<file path="src/rtl/fir_out_pkg.sv">
// rtl/fir_out_pkg.sv - shared types and constants for the FIR output controller
package fir_out_pkg;

  localparam int ACC_W   = 40;
  localparam int OUT_W   = 16;
  localparam int COE_W   = 16;
  localparam int NCH_DEF = 4;
  localparam int GAIN_W  = 3;

  localparam logic [OUT_W-1:0] SAT_POS = {1'b0, {(OUT_W-1){1'b1}}};
  localparam logic [OUT_W-1:0] SAT_NEG = {1'b1, {(OUT_W-1){1'b0}}};

  typedef enum logic {IDLE, SEND} state_t;
  typedef logic [1:0]        ch_t;
  typedef logic [GAIN_W-1:0] gain_t;

endpackage

</file>
<file path="src/rtl/fir_out_scale.sv">
// rtl/fir_out_scale.sv - one channel: gain shift, round half up, saturate, registered
module fir_out_scale
  import fir_out_pkg::*;
#(
  parameter int ACCBITWIDTH = ACC_W,
  parameter int OUTBITWIDTH = OUT_W
) (
  input  logic                   clk,
  input  logic                   rst,
  input  logic [ACCBITWIDTH-1:0] acc,
  input  gain_t                  gain,
  output logic [OUTBITWIDTH-1:0] sample,
  output logic                   sat
);

  localparam int LSB = ACCBITWIDTH - OUTBITWIDTH;
  localparam logic [OUTBITWIDTH-1:0] SAT_P = {1'b0, {(OUTBITWIDTH-1){1'b1}}};
  localparam logic [OUTBITWIDTH-1:0] SAT_N = {1'b1, {(OUTBITWIDTH-1){1'b0}}};

  logic [ACCBITWIDTH-1:0] shifted;
  logic [OUTBITWIDTH-1:0] trunc;
  logic                   round_bit;
  logic                   pre_ovf;
  logic                   rnd_ovf;
  logic                   unused_low_bits;

  assign shifted         = acc << gain;
  assign trunc           = shifted[ACCBITWIDTH-1:LSB];
  assign round_bit       = shifted[LSB-1];
  assign unused_low_bits = ^shifted[LSB-2:0];
  assign rnd_ovf         = (trunc == SAT_P) && round_bit;

  // Bits shifted out above the sign must all equal the sign, else the value overflowed.
  always_comb begin
    pre_ovf = 1'b0;
    for (int i = 1; i < (1 << GAIN_W); i++) begin
      if (i <= int'(gain) && acc[ACCBITWIDTH-1-i] != acc[ACCBITWIDTH-1]) begin
        pre_ovf = 1'b1;
      end
    end
  end

  always_ff @(posedge clk or posedge rst) begin
    if (rst) begin
      sample <= '0;
      sat    <= 1'b0;
    end else if (pre_ovf || rnd_ovf) begin
      sample <= acc[ACCBITWIDTH-1] ? SAT_N : SAT_P;
      sat    <= 1'b1;
    end else begin
      sample <= trunc + OUTBITWIDTH'(round_bit);
      sat    <= 1'b0;
    end
  end

endmodule

</file>
<file path="src/rtl/fir_out_cntrl.sv">
// rtl/fir_out_cntrl.sv - scales four FIR accumulators and serializes them through a two-frame buffer
module fir_out_cntrl
  import fir_out_pkg::*;
#(
  parameter int ACCBITWIDTH = ACC_W,
  parameter int OUTBITWIDTH = OUT_W,
  parameter int COEBITWIDTH = COE_W,
  parameter int NCH         = NCH_DEF
) (
  input  logic                       clk,
  input  logic                       rst,
  input  logic [NCH*ACCBITWIDTH-1:0] acc_data,
  input  logic                       acc_valid,
  input  logic                       gain_indicator,
  input  logic [COEBITWIDTH-1:0]     gain_param,
  input  logic                       config_sync,
  output logic [OUTBITWIDTH-1:0]     dout,
  output logic [1:0]                 dout_chan,
  output logic                       dout_valid,
  input  logic                       dout_ready,
  output logic                       sat_flag,
  output logic                       overrun
);

  gain_t shadow_gain;
  gain_t active_gain;
  logic  unused_gain_bits;

  logic [OUTBITWIDTH-1:0] scaled [NCH];
  logic [NCH-1:0]         scaled_sat;
  logic                   scaled_valid;

  logic [OUTBITWIDTH-1:0] fb_data [2][NCH];
  logic [NCH-1:0]         fb_sat  [2];
  logic [1:0]             fb_full;
  logic                   wr_ptr;
  logic                   rd_ptr;

  state_t state;
  ch_t    ch;
  ch_t    nxt_ch;

  logic                   release_fr;
  logic                   wr_en;
  logic                   head;
  logic                   head_avail;
  logic [OUTBITWIDTH-1:0] head_data;
  logic                   head_sat;

  assign unused_gain_bits = ^gain_param[COEBITWIDTH-1:GAIN_W];
  assign dout_chan        = ch;

  for (genvar k = 0; k < NCH; k++) begin : g_scale
    fir_out_scale #(
      .ACCBITWIDTH(ACCBITWIDTH),
      .OUTBITWIDTH(OUTBITWIDTH)
    ) u_scale (
      .clk   (clk),
      .rst   (rst),
      .acc   (acc_data[k*ACCBITWIDTH +: ACCBITWIDTH]),
      .gain  (active_gain),
      .sample(scaled[k]),
      .sat   (scaled_sat[k])
    );
  end

  always_ff @(posedge clk or posedge rst) begin
    if (rst) begin
      shadow_gain  <= '0;
      active_gain  <= '0;
      scaled_valid <= 1'b0;
    end else begin
      if (gain_indicator) shadow_gain <= gain_param[GAIN_W-1:0];
      if (config_sync)    active_gain <= shadow_gain;
      scaled_valid <= acc_valid;
    end
  end

  // A release in the same cycle frees the entry a new frame wants, so that write still lands.
  // The next frame to show may still be in flight from the scalers, hence the bypass.
  always_comb begin
    nxt_ch     = ch + 2'd1;
    release_fr = (state == SEND) && dout_ready && (ch == ch_t'(NCH-1));
    wr_en      = scaled_valid && (!fb_full[wr_ptr] || (release_fr && (rd_ptr == wr_ptr)));
    head       = (state == SEND) ? ~rd_ptr : rd_ptr;
    head_avail = fb_full[head] || (wr_en && (wr_ptr == head));
    head_data  = fb_full[head] ? fb_data[head][0] : scaled[0];
    head_sat   = fb_full[head] ? fb_sat[head][0]  : scaled_sat[0];
  end

  always_ff @(posedge clk) begin
    if (wr_en) begin
      for (int k = 0; k < NCH; k++) fb_data[wr_ptr][k] <= scaled[k];
      fb_sat[wr_ptr] <= scaled_sat;
    end
  end

  always_ff @(posedge clk or posedge rst) begin
    if (rst) begin
      fb_full    <= '0;
      wr_ptr     <= 1'b0;
      rd_ptr     <= 1'b0;
      overrun    <= 1'b0;
      state      <= IDLE;
      ch         <= '0;
      dout       <= '0;
      dout_valid <= 1'b0;
      sat_flag   <= 1'b0;
    end else begin
      if (scaled_valid && !wr_en) overrun <= 1'b1;
      if (release_fr) begin
        fb_full[rd_ptr] <= 1'b0;
        rd_ptr          <= ~rd_ptr;
      end
      if (wr_en) begin
        fb_full[wr_ptr] <= 1'b1;
        wr_ptr          <= ~wr_ptr;
      end

      case (state)
        IDLE: begin
          if (head_avail) begin
            state      <= SEND;
            ch         <= '0;
            dout       <= head_data;
            sat_flag   <= head_sat;
            dout_valid <= 1'b1;
          end
        end
        SEND: begin
          if (dout_ready) begin
            if (ch != ch_t'(NCH-1)) begin
              ch       <= nxt_ch;
              dout     <= fb_data[rd_ptr][nxt_ch];
              sat_flag <= fb_sat[rd_ptr][nxt_ch];
            end else if (head_avail) begin
              ch       <= '0;
              dout     <= head_data;
              sat_flag <= head_sat;
            end else begin
              state      <= IDLE;
              ch         <= '0;
              dout       <= '0;
              sat_flag   <= 1'b0;
              dout_valid <= 1'b0;
            end
          end
        end
        default: state <= IDLE;
      endcase
    end
  end

endmodule

</file>
<file path="config.mk">
export PLATFORM = sky130hd
export DESIGN_NAME = fir_out_cntrl
export DESIGN_NICKNAME = d
export VERILOG_FILES = /design/src/rtl/fir_out_pkg.sv /design/src/rtl/fir_out_scale.sv /design/src/rtl/fir_out_cntrl.sv
export SDC_FILE = /design/constraint.sdc
export NUM_CORES = 1
export LEC_CHECK = 0
export BUFFER_PORTS_ARGS = -buffer_cell sky130_fd_sc_hd__buf_4
export CAP_MARGIN = 20
export CORE_UTILIZATION = 48
export DETAILED_ROUTE_END_ITERATION = 10
export PLACE_DENSITY = 0.68
export REMOVE_ABC_BUFFERS = 1
export SLEW_MARGIN = 15
export SYNTH_ARGS = -nofsm -noshare
export SYNTH_HDL_FRONTEND = slang
export SYNTH_SLANG_ARGS = --single-unit
</file>
<file path="constraint.sdc">
create_clock -name clk -period 8.63 [get_ports clk]
set_input_delay 1.2945 -clock clk [delete_from_list [all_inputs] [get_ports clk]]
set_output_delay 1.2945 -clock clk [all_outputs]
set_load 0.02 [all_outputs]
</file>
==> impl_metrics.yaml, run 1 <==
placed_design:
  dpl_cell_area_um2: 15500
  port_buffers: 125
  dp_hpwl_mm: 24.4
  dpl.cell_count: 1609
  gp_congestion: 0.853
drt:
  wl_per_cell_um: 21.0
  drtIter0Drc: 723
  dr_total_vias: 9851
  totalWireLength_mm: 34.7
  antenna_left: 0
  avgViaCountPerCell: 5.97
  post-route-drc-count: 0
  drtPass1Iterations: 7
timing:
  hold_violations: 0
  fin_skew_ns: 0.0152
  fmax_ghz: 0.220
  fin_crit_sh_pct: 52.7
  tightest_slew_ns: 1.00
  drv_slew: 0
  finalCriticalPeriod_ns: 4.55
  slew_headroom_pct: 33.1
  fin_tns_setup_ns: 0
  setup_viol: 0
  rsz0062_at_grt: "no"
critical_path:
  cpMaxStageDelayCell: "dfrtp_4"
  crit_chain: "buf_4 -> inv_2 -> nand2_1 -> a31oi_1 -> or3_4 -> or3_1 -> o41ai_2 -> buf_4 -> mux2_2"
  crit_path_end_kind: "flip-flop"
  arrival_ns: 4.92
  crit_path_max_incr_delay_ns: 1.06
  cp_top_family: "buffers and inverters"
  critical_path.max_fanout: 75
  cp_common_cell: "buf_4"
  worst-path-buf-inv: 3
  critPathLaunchType: "flip-flop"
  cp.required_ns: 9.01
  critPathKind: "reg -> reg"
power_and_ir_drop:
  p_leak_uw: 0.00617
  pwr_density_cell_nw_per_um2: 261
  ir_drop_mv: 0.148
  power_uw: 4220
global_routing:
  grt_max_degree: 77
  grt_usage_pct: 22.8
  antenna_found_initial: 0
  first_global_vias: 9537
  grt_pass1_wl_mm: 54.8
  overflow: 0
clocking:
  clock_sinks: 237
  clockBufferDepth: 3
  numCtsBuffers: 22
  clk_latency_ns: 0.50
  path_clk_slew_ns: 0.06
  cts-root-buf: "clkbuf_16"
  cts_resized: 0
  cts_hold_buffers: 0
  cts.htree.levels: 1
  cts_setup_buffers: 0
  tritoncts: "yes"
die:
  placementRows: 63
  fp.dieH_um: 175
  core-area_um2: 29600
  fp.dieW_um: 175
  io_pins: 203
  dieArea_um2: 30800
  start_util_pct: 48.7
flow_run:
  cap_viol_max_count: 0
synth:
  yosysTopAreaCell: "edfxtp_1"
  synth_edf_count: 136
  ys_types: 84
  avgSynthCellArea_um2: 12.4
  synth.top_cells.by_area: "edfxtp_1, dfrtp_1, mux4_2"
  synth_area_um2: 14400
  synthArstFlopShare_pct: 42.6
  ys_seq_area_share_pct: 45.8
  netlist_instances: 1164
  ys.flop_type: "edfxtp_1"
  synth-seq-cells: 237
  synth_top_area_share_pct: 28.3
  ys_warn_count: 0
finish:
  diodes: 0
  stdcell_area_um2: 16200
  nNetsFinal: 1435
  fin_cells: 1649
  syn_to_final_growth_pct: 12.1
  drive_gt1_share_pct: 26.4
outcome:
  status: "finished, final reports clean"
hold_path:
  min_path_type: "reg -> reg"
-- state kept, by name (all words and copies together) (netlist names) --
name and count:
dout 16, fb_sat 8, g_scale.u_scale.sample 64, shadow_gain 3, active_gain 3, wr_ptr 1, g_scale.u_scale.sat 4, scaled_valid 1
dout_valid 1, state 1, fb_full 2, overrun 1, fb_data 128, dout_chan 2, rd_ptr 1, sat_flag 1
-- report_power, final --
| group | internal, uW | switching [uW] |
|---|---|---|
| registers | 1450 | 142 |
| clock network | 531 | 392 |
| logic | 762 | 943 |
-- area by class of cell --
class	instances	area, um2
fill	2535	13500
multi-input combinational	826	7270
sequential	237	6620
timing repair buffer	138	1040
clock buffer	32	619
tap	390	488
inverter	19	73.8
clock inverter	7	71.3
-- cells by family after synthesis --
family                     share of synthesized area, %
muxes                                              26.7
and+or+nand+nor                                    8.58
DFF                                                45.8
AOI/OAI and AO/OA                                  10.5
buffers and inverters                              4.11
xor gates and xnor gates                           3.58
adders and majority gates                         0.780
-- cells in the mapped netlist, types with 5 or more instances --
library cell,count
o22ai_1,19
a211oi_1,10
o211ai_1,13
nand2b_1,10
xor2_1,28
mux4_2,71
nor2_1,60
o21ai_0,63
nand2_1,86
and2_1,13
edfxtp_1,136
nor3b_1,5
nor2b_1,12
a221o_1,5
buf_2,14
a221oi_1,5
buf_6,13
mux2_1,10
dfrtp_1,101
a31oi_1,6
inv_1,16
buf_8,5
mux2i_1,157
clkbuf_1,34
or2_2,6
o221ai_1,6
xnor2_1,31
mux2_2,46
buf_1,8
nand3_1,9
buf_4,7
nor3_1,8
a21oi_1,53
ha_1,9
-- path summary, 6_finish.rpt --
path | start | to | slack [ns] | depth (start not counted)
worst min register to register | g_scale[3].u_scale.sample[5]$_DFF_PP0_ | fb_data[0][5]$_DFFE_PP_ | 0.44 | 0
max in group asynchronous | rst | active_gain[0]$_DFFE_PP0P_ | 6.48 | 3
worst max register to register | active_gain[0]$_DFFE_PP0P_ | g_scale[3].u_scale.sample[15]$_DFF_PP0_ | 4.08 | 9
worst min-delay path | g_scale[3].u_scale.sample[5]$_DFF_PP0_ | fb_data[0][5]$_DFFE_PP_ | 0.44 | 0
min in group asynchronous | rst | dout_chan[0]$_DFFE_PP0P_ | 0.79 | 2
worst max-delay path | active_gain[0]$_DFFE_PP0P_ | g_scale[3].u_scale.sample[15]$_DFF_PP0_ | 4.08 | 9
-- worst reg2reg max path, stage by stage, from the launching register on --
cell	delay, ns
dfrtp_4	1.06
buf_4	0.76
inv_2	0.39
nand2_1	0.18
a31oi_1	0.14
or3_4	0.45
or3_1	0.39
o41ai_2	0.35
buf_4	0.33
mux2_2	0.37
-- per-layer routing --
metal | track usage, % | part of all wire (%)
met1 | 34.1 | 47
met2 | 35.7 | 46
met3 | 2.53 | 5.0
met4 | 5.47 | 1.8
met5 | 0 | 0
-- placed cells by master, fill, tap and decap left out, types with 6 or more instances in the layout --
cell,synthesis,layout
xor2_1,28,28
nand2b_1,10,10
a31oi_1,6,6
a21oi_1,53,53
nor2b_1,12,11
o21ai_0,63,63
mux2_1,10,10
clkbuf_16,0,23
buf_4,7,137
mux2_2,46,46
inv_1,16,15
o211ai_1,13,13
mux4_2,71,71
and2_1,13,13
nand2_1,86,86
a211oi_1,10,10
edfxtp_1,136,136
nand3_1,9,9
or2_2,6,6
ha_1,9,9
o22ai_1,19,19
nor3_1,8,8
clkbuf_1,34,8
xnor2_1,31,30
mux2i_1,157,155
dfrtp_1,101,97
nor2_1,60,59
o221ai_1,6,6
-- per-stage QoR --
| step | hold slack [ns] | worst slack (ns) | utilization [%] |
|---|---|---|---|
| 2_1_floorplan | 0.420 | 0.376 | - |
| 3_3_place_gp | 0.422 | 4.09 | 52.2 |
| 3_5_place_dp | 0.428 | 4.05 | 52.2 |
| 4_1_cts | 0.442 | 4.06 | 54.6 |
| 5_1_grt | 0.446 | 3.77 | 54.6 |
| 6_report | 0.440 | 4.08 | 54.6 |
Note: power is estimated with default switching activity, not from simulation.
==> inputs of run 2 (changes only) <==
Settings changed: PLACE_DENSITY 0.68 to 0.7.
Clock period 8.63 ns to 4.11 ns, I/O delays scaled along.
==> impl_metrics.yaml, run 2 (same netlist as run 1, synthesis figures left out) <==
clocking:
  numCtsBuffers: 22
  clk_latency_ns: 0.50
  cts-root-buf: "clkbuf_16"
  path_clk_slew_ns: 0.07
  cts.htree.levels: 1
  tritoncts: "yes"
  cts_hold_buffers: 0
  clockBufferDepth: 3
  clock_sinks: 237
  cts_setup_buffers: 0
  cts_resized: 0
timing:
  finalCriticalPeriod_ns: 3.71
  fin_skew_ns: 0.0112
  slew_headroom_pct: 36.5
  rsz0062_at_grt: "no"
  fmax_ghz: 0.269
  tightest_slew_ns: 0.952
  hold_violations: 0
  setup_viol: 0
  fin_crit_sh_pct: 90.4
  drv_slew: 0
finish:
  final_cell_mix: "mux2i_1, buf_4, edfxtp_1"
  largest_reg_flops: 128
  drive_gt1_share_pct: 27.6
  fin_cells: 1665
  diodes: 0
  layout_commonest_cell: "mux2i_1"
  syn_to_final_growth_pct: 13.7
  regMostFlops: "fb_data"
  nNetsFinal: 1450
  final_util_pct: 55.4
  fillers: 2477
  reg_top3: "fb_data (128), g_scale.u_scale.sample (64), dout (16)"
die:
  fp.dieH_um: 175
  core-area_um2: 29600
  fp.dieW_um: 175
  placementRows: 63
  start_util_pct: 48.7
  io_pins: 203
  dieArea_um2: 30800
global_routing:
  grt_max_degree: 70
  grt_pass1_wl_mm: 55.8
  overflow: 0
  grt_usage_pct: 23.2
  first_global_vias: 9843
  antenna_found_initial: 0
hold_path:
  min_path_type: "in -> reg"
  min_path_cells: 1
critical_path:
  critPathKind: "reg -> reg"
  reg2reg_slack_ns: 0.40
  ff2ff_path_depth: 8
  crit_path_end_kind: "flip-flop"
  critPathLaunchType: "flip-flop"
  arrival_ns: 4.11
  critical_path.max_fanout: 53
  cp.required_ns: 4.51
drt:
  post-route-drc-count: 0
  antenna_left: 0
  totalWireLength_mm: 35.2
  drtIter0Drc: 697
  drtPass1Iterations: 5
  dr_total_vias: 9993
  wl_per_cell_um: 21.1
  avgViaCountPerCell: 6.00
placed_design:
  dpl.cell_count: 1625
  port_buffers: 125
  gp_congestion: 0.875
  dp_hpwl_mm: 25.0
outcome:
  status: "finished, final reports clean"
power_and_ir_drop:
  p_leak_uw: 0.00630
  ir_drop_mv: 0.443
  pwr_density_cell_nw_per_um2: 550
flow_run:
  cap_viol_max_count: 0
run 2: cell types whose count changed in the layout (fill, tap and decap cells not counted), sizes merged:
cell      before  now
clkinv         6    8
clkbuf        32   28
clkinvlp       0    2
inv           19   20
buf          138  153
run 2: through the flow:
step / area (um2) / hold WS [ns] / power (uW) / setup TNS, ns / setup WS, ns
floorplan: 13900 / 0.420 / 5850 / -328.02 / -4.14
global route: 16400 / 0.206 / 9500 / 0 / 0.111
finish: 16400 / 0.215 / 9030 / 0 / 0.396
global placement: 15700 / 0.421 / 6920 / 0 / 0.481
CTS: 16400 / 0.203 / 9080 / 0 / 0.422
detailed placement: 15700 / 0.428 / 6990 / 0 / 0.441
run 2: worst paths after layout:
| kind | startpoint | end |
|---|---|---|
| worst max-delay path | active_gain[1]$_DFFE_PP0P_ | g_scale[3].u_scale.sample[11]$_DFF_PP0_ |
| worst min-delay path | acc_valid | scaled_valid$_DFF_PP0_ |
| worst max register to register | active_gain[1]$_DFFE_PP0P_ | g_scale[3].u_scale.sample[11]$_DFF_PP0_ |
| worst min register to register | g_scale[2].u_scale.sat$_DFF_PP0_ | fb_sat[1][2]$_DFFE_PP_ |
| max in group asynchronous | rst | g_scale[3].u_scale.sample[13]$_DFF_PP0_ |
| min in group asynchronous | rst | g_scale[3].u_scale.sample[11]$_DFF_PP0_ |
run 2: worst max-delay path, stage by stage, from the launching register on:
cell	delay, ns
dfrtp_4	0.87
mux4_2	0.36
a222oi_1	0.14
or2_1	0.27
or3_4	0.35
or3_1	0.40
o41ai_2	0.59
buf_4	0.30
mux2i_1	0.29
run 2: layout make-up:
type                    instances  area, um2  share of cell area, %
well taps                     390        488                   2.97
flip-flops and latches        237       6620                   40.3
clock inverters                12        105                  0.640
clock buffers                  28        657                   4.00
multi-input cells             826       7260                   44.2
repair buffers                153       1210                   7.38
inverters                      19       73.8                  0.450
run 2: where the power goes:
group | internal [uW] | switching (uW)
clock network | 1210 | 871
logic | 1630 | 1980
registers | 3040 | 306
run 2: routing by layer:
layer / share of wire, % / track usage (%) / vias up
met5: 0 / 0 / -
met2: 47 / 37.4 / 383
li1: - / - / 4653
met1: 45 / 34.0 / 4907
met3: 5.8 / 1.93 / 50
met4: 2.4 / 5.98 / 0
